--- src/rtl/deser_arb_pkg.sv ---
// rtl/deser_arb_pkg.sv - shared types and constants for the deserializer arbiter
package deser_arb_pkg;

   typedef enum logic [1:0] {IDLE, SHIFT, WAIT_RDY, ACK} arb_state_t;

   localparam int BITS_PER_BYTE = 8;

endpackage

--- src/rtl/deser_arbiter_if.sv ---
// rtl/deser_arbiter_if.sv - source, deserializer and byte-output signals of the arbiter
interface deser_arbiter_if #(
   parameter int N_SRC = 4,
   parameter int SRC_W = $clog2(N_SRC)
);

   logic [N_SRC-1:0] req;
   logic [N_SRC-1:0] src_data;
   logic [N_SRC-1:0] src_write;
   logic [N_SRC-1:0] gnt;
   logic             deser_data_in;
   logic             deser_write_in;
   logic             deser_ack_in;
   logic             deser_data_ready;
   logic [7:0]       deser_data_out;
   logic             out_valid;
   logic             out_ready;
   logic [7:0]       out_data;
   logic [SRC_W-1:0] out_src;
   logic             err_timeout;

   // slave is the arbiter itself; master is everything around it
   modport slave (
      input  req, src_data, src_write, deser_data_ready, deser_data_out, out_ready,
      output gnt, deser_data_in, deser_write_in, deser_ack_in,
             out_valid, out_data, out_src, err_timeout
   );

   modport master (
      output req, src_data, src_write, deser_data_ready, deser_data_out, out_ready,
      input  gnt, deser_data_in, deser_write_in, deser_ack_in,
             out_valid, out_data, out_src, err_timeout
   );

endinterface

--- src/rtl/deser_arbiter_rr_picker.sv ---
// rtl/deser_arbiter_rr_picker.sv - combinational round-robin pick starting after last_gnt
module rr_picker #(
   parameter int N_SRC = 4,
   parameter int SRC_W = $clog2(N_SRC)
) (
   input  logic [N_SRC-1:0] req,
   input  logic [SRC_W-1:0] last_gnt,
   output logic             any,
   output logic [SRC_W-1:0] idx
);

   logic [SRC_W-1:0] cand;

   // Walk from farthest to nearest so the closest requester after last_gnt wins.
   always_comb begin
      any  = |req;
      idx  = '0;
      cand = '0;
      for (int k = N_SRC; k >= 1; k--) begin
         cand = SRC_W'((int'(last_gnt) + k) % N_SRC);
         if (req[cand]) begin
            idx = cand;
         end
      end
   end

endmodule

--- src/rtl/deser_arbiter.sv ---
// rtl/deser_arbiter.sv - round-robin sharing of one deserializer among N_SRC serial sources
module deser_arbiter
   import deser_arb_pkg::*;
#(
   parameter int N_SRC   = 4,
   parameter int SRC_W   = $clog2(N_SRC),
   parameter int TIMEOUT = 32
) (
   input  logic           clk_100KHz,
   input  logic           reset,
   deser_arbiter_if.slave bus
);

   localparam int TMR_W = $clog2(TIMEOUT + 1);

   arb_state_t       state;
   arb_state_t       state_next;
   logic [SRC_W-1:0] cur;
   logic [SRC_W-1:0] last_gnt;
   logic [3:0]       bit_cnt;
   logic [TMR_W-1:0] timer;
   logic             ack_seen;

   logic             pick_any;
   logic [SRC_W-1:0] pick_idx;
   logic             fwd_write;
   logic             last_bit;
   logic             slot_free;
   logic             capture;
   logic             timed_out;
   logic             ack_done;

   rr_picker #(.N_SRC(N_SRC), .SRC_W(SRC_W)) u_picker (
      .req      (bus.req),
      .last_gnt (last_gnt),
      .any      (pick_any),
      .idx      (pick_idx)
   );

   assign fwd_write = bus.deser_write_in;
   assign last_bit  = fwd_write && (bit_cnt == 4'(BITS_PER_BYTE - 1));
   assign slot_free = !bus.out_valid || bus.out_ready;
   assign capture   = (state == WAIT_RDY) && bus.deser_data_ready && slot_free;
   assign timed_out = (state == WAIT_RDY) && !bus.deser_data_ready && (timer == TMR_W'(TIMEOUT));
   // ack_seen guarantees ack stays up for two cycles even if data_ready drops early
   assign ack_done  = (state == ACK) && ack_seen && !bus.deser_data_ready;

   always_ff @(posedge clk_100KHz or posedge reset) begin
      if (reset) begin
         state <= IDLE;
      end else begin
         state <= state_next;
      end
   end

   always_comb begin
      state_next = state;
      case (state)
         IDLE:     if (pick_any) state_next = SHIFT;
         SHIFT:    if (last_bit) state_next = WAIT_RDY;
         WAIT_RDY: begin
            if (capture)        state_next = ACK;
            else if (timed_out) state_next = IDLE;
         end
         ACK:      if (ack_done) state_next = IDLE;
         default:  state_next = IDLE;
      endcase
   end

   always_comb begin
      bus.deser_data_in  = 1'b0;
      bus.deser_write_in = 1'b0;
      if (state == SHIFT) begin
         bus.deser_data_in  = bus.src_data[cur];
         bus.deser_write_in = bus.src_write[cur];
      end
   end

   always_ff @(posedge clk_100KHz or posedge reset) begin
      if (reset) begin
         cur              <= '0;
         last_gnt         <= SRC_W'(N_SRC - 1);
         bit_cnt          <= '0;
         timer            <= '0;
         ack_seen         <= 1'b0;
         bus.gnt          <= '0;
         bus.deser_ack_in <= 1'b0;
         bus.out_valid    <= 1'b0;
         bus.out_data     <= '0;
         bus.out_src      <= '0;
         bus.err_timeout  <= 1'b0;
      end else begin
         if (state == IDLE && pick_any) begin
            cur     <= pick_idx;
            bus.gnt <= N_SRC'(1) << pick_idx;
         end

         if (fwd_write) begin
            bit_cnt <= last_bit ? 4'd0 : bit_cnt + 4'd1;
         end
         if (last_bit) begin
            bus.gnt <= '0;
         end

         // timer only advances while the deserializer has nothing to present
         if (state != WAIT_RDY) begin
            timer <= '0;
         end else if (!bus.deser_data_ready && !timed_out) begin
            timer <= timer + TMR_W'(1);
         end

         if (capture) begin
            bus.out_data     <= bus.deser_data_out;
            bus.out_src      <= cur;
            bus.out_valid    <= 1'b1;
            bus.deser_ack_in <= 1'b1;
         end else if (bus.out_ready) begin
            bus.out_valid <= 1'b0;
         end

         if (timed_out) begin
            bus.err_timeout <= 1'b1;
            last_gnt        <= cur;
         end

         ack_seen <= (state == ACK) && !ack_done;
         if (ack_done) begin
            bus.deser_ack_in <= 1'b0;
            last_gnt         <= cur;
         end
      end
   end

endmodule

--- src/flat_wrapper.sv ---
// flat-port wrapper written by rule: the top's interface ports become plain ports
module deser_arbiter_flat import deser_arb_pkg::*;
#(
   parameter int N_SRC   = 4,
   parameter int SRC_W   = $clog2(N_SRC),
   parameter int TIMEOUT = 32
)
  (clk_100KHz, reset, bus_req, bus_src_data, bus_src_write, bus_deser_data_ready, bus_deser_data_out, bus_out_ready, bus_gnt, bus_deser_data_in, bus_deser_write_in, bus_deser_ack_in, bus_out_valid, bus_out_data, bus_out_src, bus_err_timeout);
  deser_arbiter_if #(.N_SRC(N_SRC), .SRC_W(SRC_W)) bus_i ();
  input  logic clk_100KHz;
  input  logic reset;
  input wire logic [$bits(bus_i.req)-1:0] bus_req;
  input wire logic [$bits(bus_i.src_data)-1:0] bus_src_data;
  input wire logic [$bits(bus_i.src_write)-1:0] bus_src_write;
  input wire logic [$bits(bus_i.deser_data_ready)-1:0] bus_deser_data_ready;
  input wire logic [$bits(bus_i.deser_data_out)-1:0] bus_deser_data_out;
  input wire logic [$bits(bus_i.out_ready)-1:0] bus_out_ready;
  output wire logic [$bits(bus_i.gnt)-1:0] bus_gnt;
  output wire logic [$bits(bus_i.deser_data_in)-1:0] bus_deser_data_in;
  output wire logic [$bits(bus_i.deser_write_in)-1:0] bus_deser_write_in;
  output wire logic [$bits(bus_i.deser_ack_in)-1:0] bus_deser_ack_in;
  output wire logic [$bits(bus_i.out_valid)-1:0] bus_out_valid;
  output wire logic [$bits(bus_i.out_data)-1:0] bus_out_data;
  output wire logic [$bits(bus_i.out_src)-1:0] bus_out_src;
  output wire logic [$bits(bus_i.err_timeout)-1:0] bus_err_timeout;
  assign bus_i.req = bus_req;
  assign bus_i.src_data = bus_src_data;
  assign bus_i.src_write = bus_src_write;
  assign bus_i.deser_data_ready = bus_deser_data_ready;
  assign bus_i.deser_data_out = bus_deser_data_out;
  assign bus_i.out_ready = bus_out_ready;
  assign bus_gnt = bus_i.gnt;
  assign bus_deser_data_in = bus_i.deser_data_in;
  assign bus_deser_write_in = bus_i.deser_write_in;
  assign bus_deser_ack_in = bus_i.deser_ack_in;
  assign bus_out_valid = bus_i.out_valid;
  assign bus_out_data = bus_i.out_data;
  assign bus_out_src = bus_i.out_src;
  assign bus_err_timeout = bus_i.err_timeout;
  deser_arbiter #(.N_SRC(N_SRC), .SRC_W(SRC_W), .TIMEOUT(TIMEOUT)) u_core (.clk_100KHz(clk_100KHz), .reset(reset), .bus(bus_i));
endmodule
--- config.mk ---
export PLATFORM = sky130hd
export DESIGN_NAME = deser_arbiter_flat
export DESIGN_NICKNAME = d
export VERILOG_FILES = /design/src/rtl/deser_arb_pkg.sv /design/src/rtl/deser_arbiter_if.sv /design/src/rtl/deser_arbiter_rr_picker.sv /design/src/rtl/deser_arbiter.sv /design/src/flat_wrapper.sv
export SDC_FILE = /design/constraint.sdc
export NUM_CORES = 1
export LEC_CHECK = 0
export CORE_UTILIZATION = 48
export DETAILED_ROUTE_END_ITERATION = 12
export PLACE_DENSITY_LB_ADDON = 0.2
export SETUP_SLACK_MARGIN = 0.15
export SYNTH_ARGS = -nofsm -noshare
export SYNTH_HDL_FRONTEND = slang
export SYNTH_HIERARCHICAL = 1
export SYNTH_SLANG_ARGS = --single-unit
--- constraint.sdc ---
create_clock -name clk_100KHz -period 1.94 [get_ports clk_100KHz]
set_input_delay 0.388 -clock clk_100KHz [delete_from_list [all_inputs] [get_ports clk_100KHz]]
set_output_delay 0.388 -clock clk_100KHz [all_outputs]
set_load 0.05 [all_outputs]
==> reports/qor.txt <==
Largest net degree at the start of global routing: 22
Clk buf depth: 2
Worst-skew pair later-pin latency: 0.33 ns
Wire per inst: 14.2 um
Antenna-violating nets left: 0
I/O Pins: 43
Antenna cells: 0
CTS Sinks: 34
IR drop worst, VDD: 0.000996 V
Syn Inst Count: 149
Post-synth EDFFs: 0
Std cell rows: 20
Setup WS post-layout: -0.0219 ns
RSZ-0062 raised after global routing: yes
Worst Setup End Kind: primary output
Vias in the first global route: 1369
Reg clk slew, reported paths: 0.10 ns
Dpl ws: -0.0564 ns
Number of port buffers: 42
Hold slack: 0.359 ns
Dpl hpwl: 2630 um
Starting Density: 52.5%
Worst Path Max Fanout: 1
Cell area power density: 1370 nW/um2
Final Instance Area: 2280 um2
Static Leak: 0.00110 uW
Dpl cell area: 2220 um2
WS Path Type: input pin to primary output
Fin crit period: 1.96 ns
Most used DFF post-synth: dfrtp_1
CP Depth: 4
FF+latch count, synth: 34
Final period utilization: 101%
Adder-cell share of the synthesized area: 2.27%
FMAX: 510 MHz
Syn Area/Cell: 11.1 um2
Slowest stage delay, CP: 0.45 ns
Core area: 3150 um2
Register area share after synthesis: 51.5%
DIE AREA: 3690 um2
CP Cell Sequence: clkdlybuf4s50_1 > mux4_2 > and3b_1 > buf_6
H-tree level count: 2
Post-synthesis mux area share: 14.0%
Post-Route WL: 3590 um
GRT Util Overall: 22.2%
DRC violations left: 0
Synth unique cells: 40
Failing checks: negative setup slack
DR vias/cell: 5.29
Initial DRC Count: 38
TritonCTS clock tree: done
Worst path slowest cell: mux4_2
Synth Area in Compound Gates: 7.78%
CP delay by family, top: buffers and inverters
Crit path DAT: 1.57 ns
Skew final: 0.00794 ns
Final setup violation count: 1
Main combinational cell family by area after synthesis: simple AND/OR/NAND/NOR gates
Final slew viol count: 0
Worst setup SP type: input pin
Class of the worst hold path: input pin to asynchronous set/reset pin
Total power: 3120 uW
Initial antenna violation count: 0
Die height: 60.7 um
Nets@finish: 236
Synth-to-Final Area Change: 37.5%
R2R cell count: 5
First-pass GRT wire length: 5890 um
GPL Wtd Cong: 0.809
Max Cap Viol: 0
Synth Area in Simple Gates: 19.0%
Fraction of final layout cells sized beyond drive strength 1: 23.4%
Die X: 60.7 um
DR vias: 1338
Run status: complete, but fails checks
Critical path required time: 1.55 ns
CP Buf/Inv Count: 2
CTS Buf Count: 5
Cell area after synthesis: 1660 um2
Worst slew pin tran: 0.510 ns
Ys Warns: 6
GRT overflow: 0
Drt pass-1 iters: 4
Net Count, Synth: 176
FFs w/ async S/R, synth: 100%
Post-Synth XOR/XNOR Area: 2.64%
Final hold violation count: 0
CTS root buffer: clkbuf_4
Worst rel slew slack: 66.1%
## sequential cells by signal (all words and copies together) (netlist names)
| name | count |
|---|---|
| u_core/bus.err_timeout | 1 |
| u_core/cur | 2 |
| u_core/timer | 6 |
| u_core/last_gnt | 2 |
| u_core/ack_seen | 1 |
| u_core/bus.out_data | 8 |
| u_core/bit_cnt | 4 |
| u_core/state | 2 |
| u_core/bus.deser_ack_in | 1 |
| u_core/bus.gnt | 4 |
| u_core/bus.out_src | 2 |
| u_core/bus.out_valid | 1 |
## metal layers
metal | GRT usage (%) | vias to the layer above | part of all wire, %
met5 | 0 | - | 0
met4 | 7.79 | 0 | 1.7
met3 | 7.04 | 7 | 5.5
met2 | 37.8 | 38 | 50
met1 | 26.6 | 661 | 42
li1 | - | 632 | -
## repair_timing
action,in CTS,in global routing
endpoints found under the setup margin,19,4
buffers inserted,1,2
resized for setup,20,0
hold buffers,0,0
pin swaps,0,1
gates cloned,0,0
## stage by stage
stage          instances  utilization (%)  TNS [ns]
2_1_floorplan        149                -         0
3_3_place_gp         243             70.3   -0.0344
3_5_place_dp         243             70.3   -0.0857
4_1_cts              251             71.7   -0.0608
5_1_grt              253             72.2    -0.139
6_report             253             72.2   -0.0219
## worst min-delay path, delay by kind of cell
kind / cells / cell delay, ns
buffers and inverters: 3 / 0.67
## report_power, final
group / internal, uW / switching [uW] / leakage, uW
sequential: 945 / 176 / 0.000442
combinational: 676 / 928 / 0.000623
clock: 171 / 222 / 0.0000314
## synthesized netlist by cell type (2+ instances only)
master,n,area (um2)
nand2_1,17,63.8
mux2i_1,4,40.0
xnor2_1,3,26.3
buf_2,2,10.0
nor2b_1,2,12.5
nand3b_1,3,22.5
or2_2,2,12.5
nor2_1,13,48.8
inv_1,6,22.5
nand4_1,2,12.5
dfrtp_1,32,801
a21oi_1,8,40.0
o21ai_0,3,15.0
ha_1,3,37.5
nand2b_1,7,43.8
dfstp_2,2,52.6
mux2_2,14,158
xor2_1,2,17.5
nand3_1,3,15.0
## final timing paths
path	startpoint	endpoint	slack [ns]
max in group asynchronous	reset	u_core/last_gnt[0]	1.26
worst min-delay path	reset	u_core/bus.out_data[4]	0.36
min in group clk_100KHz	u_core/bus.err_timeout	u_core/bus.err_timeout	0.47
worst max-delay path	bus_src_data[2]	bus_deser_data_in	-0.02
worst max register to register	u_core/cur[0]	u_core/bit_cnt[3]	0.19
worst min register to register	u_core/bus.err_timeout	u_core/bus.err_timeout	0.47
## kinds of logic after synthesis
group / after synthesis
adders and majority gates: 3
and+or+nand+nor: 59
DFF: 34
muxes: 20
buffers and inverters: 10
xor gates and xnor gates: 5
AOI/OAI and AO/OA: 18
## layout make-up
cell class                 count  area, um2
timing repair buffer          57        534
sequential                    34        855
tap                           44       55.1
fill                         252        876
inverter                       6       22.5
clock buffer                   7       55.1
multi-input combinational    105        756
## layout by cell type (no fill, tap or decap), types with 2 or more instances in the layout
master / netlist / final
nand2_1: 17 / 17
nand2b_1: 7 / 7
o21ai_0: 3 / 3
inv_1: 6 / 6
nor2_1: 13 / 13
mux2i_1: 4 / 4
xor2_1: 2 / 2
a21oi_1: 8 / 8
nand3_1: 3 / 3
clkdlybuf4s50_1: 0 / 22
nor2b_1: 2 / 2
buf_4: 0 / 14
ha_1: 3 / 3
mux2_2: 14 / 14
clkbuf_4: 0 / 5
nand4_1: 2 / 2
or2_2: 2 / 2
xnor2_1: 3 / 3
dfrtp_1: 32 / 31
dlygate4sd2_1: 0 / 18
buf_12: 0 / 2
dfstp_2: 2 / 2
nand3b_1: 3 / 3
Note: power is estimated with default switching activity, not from simulation.
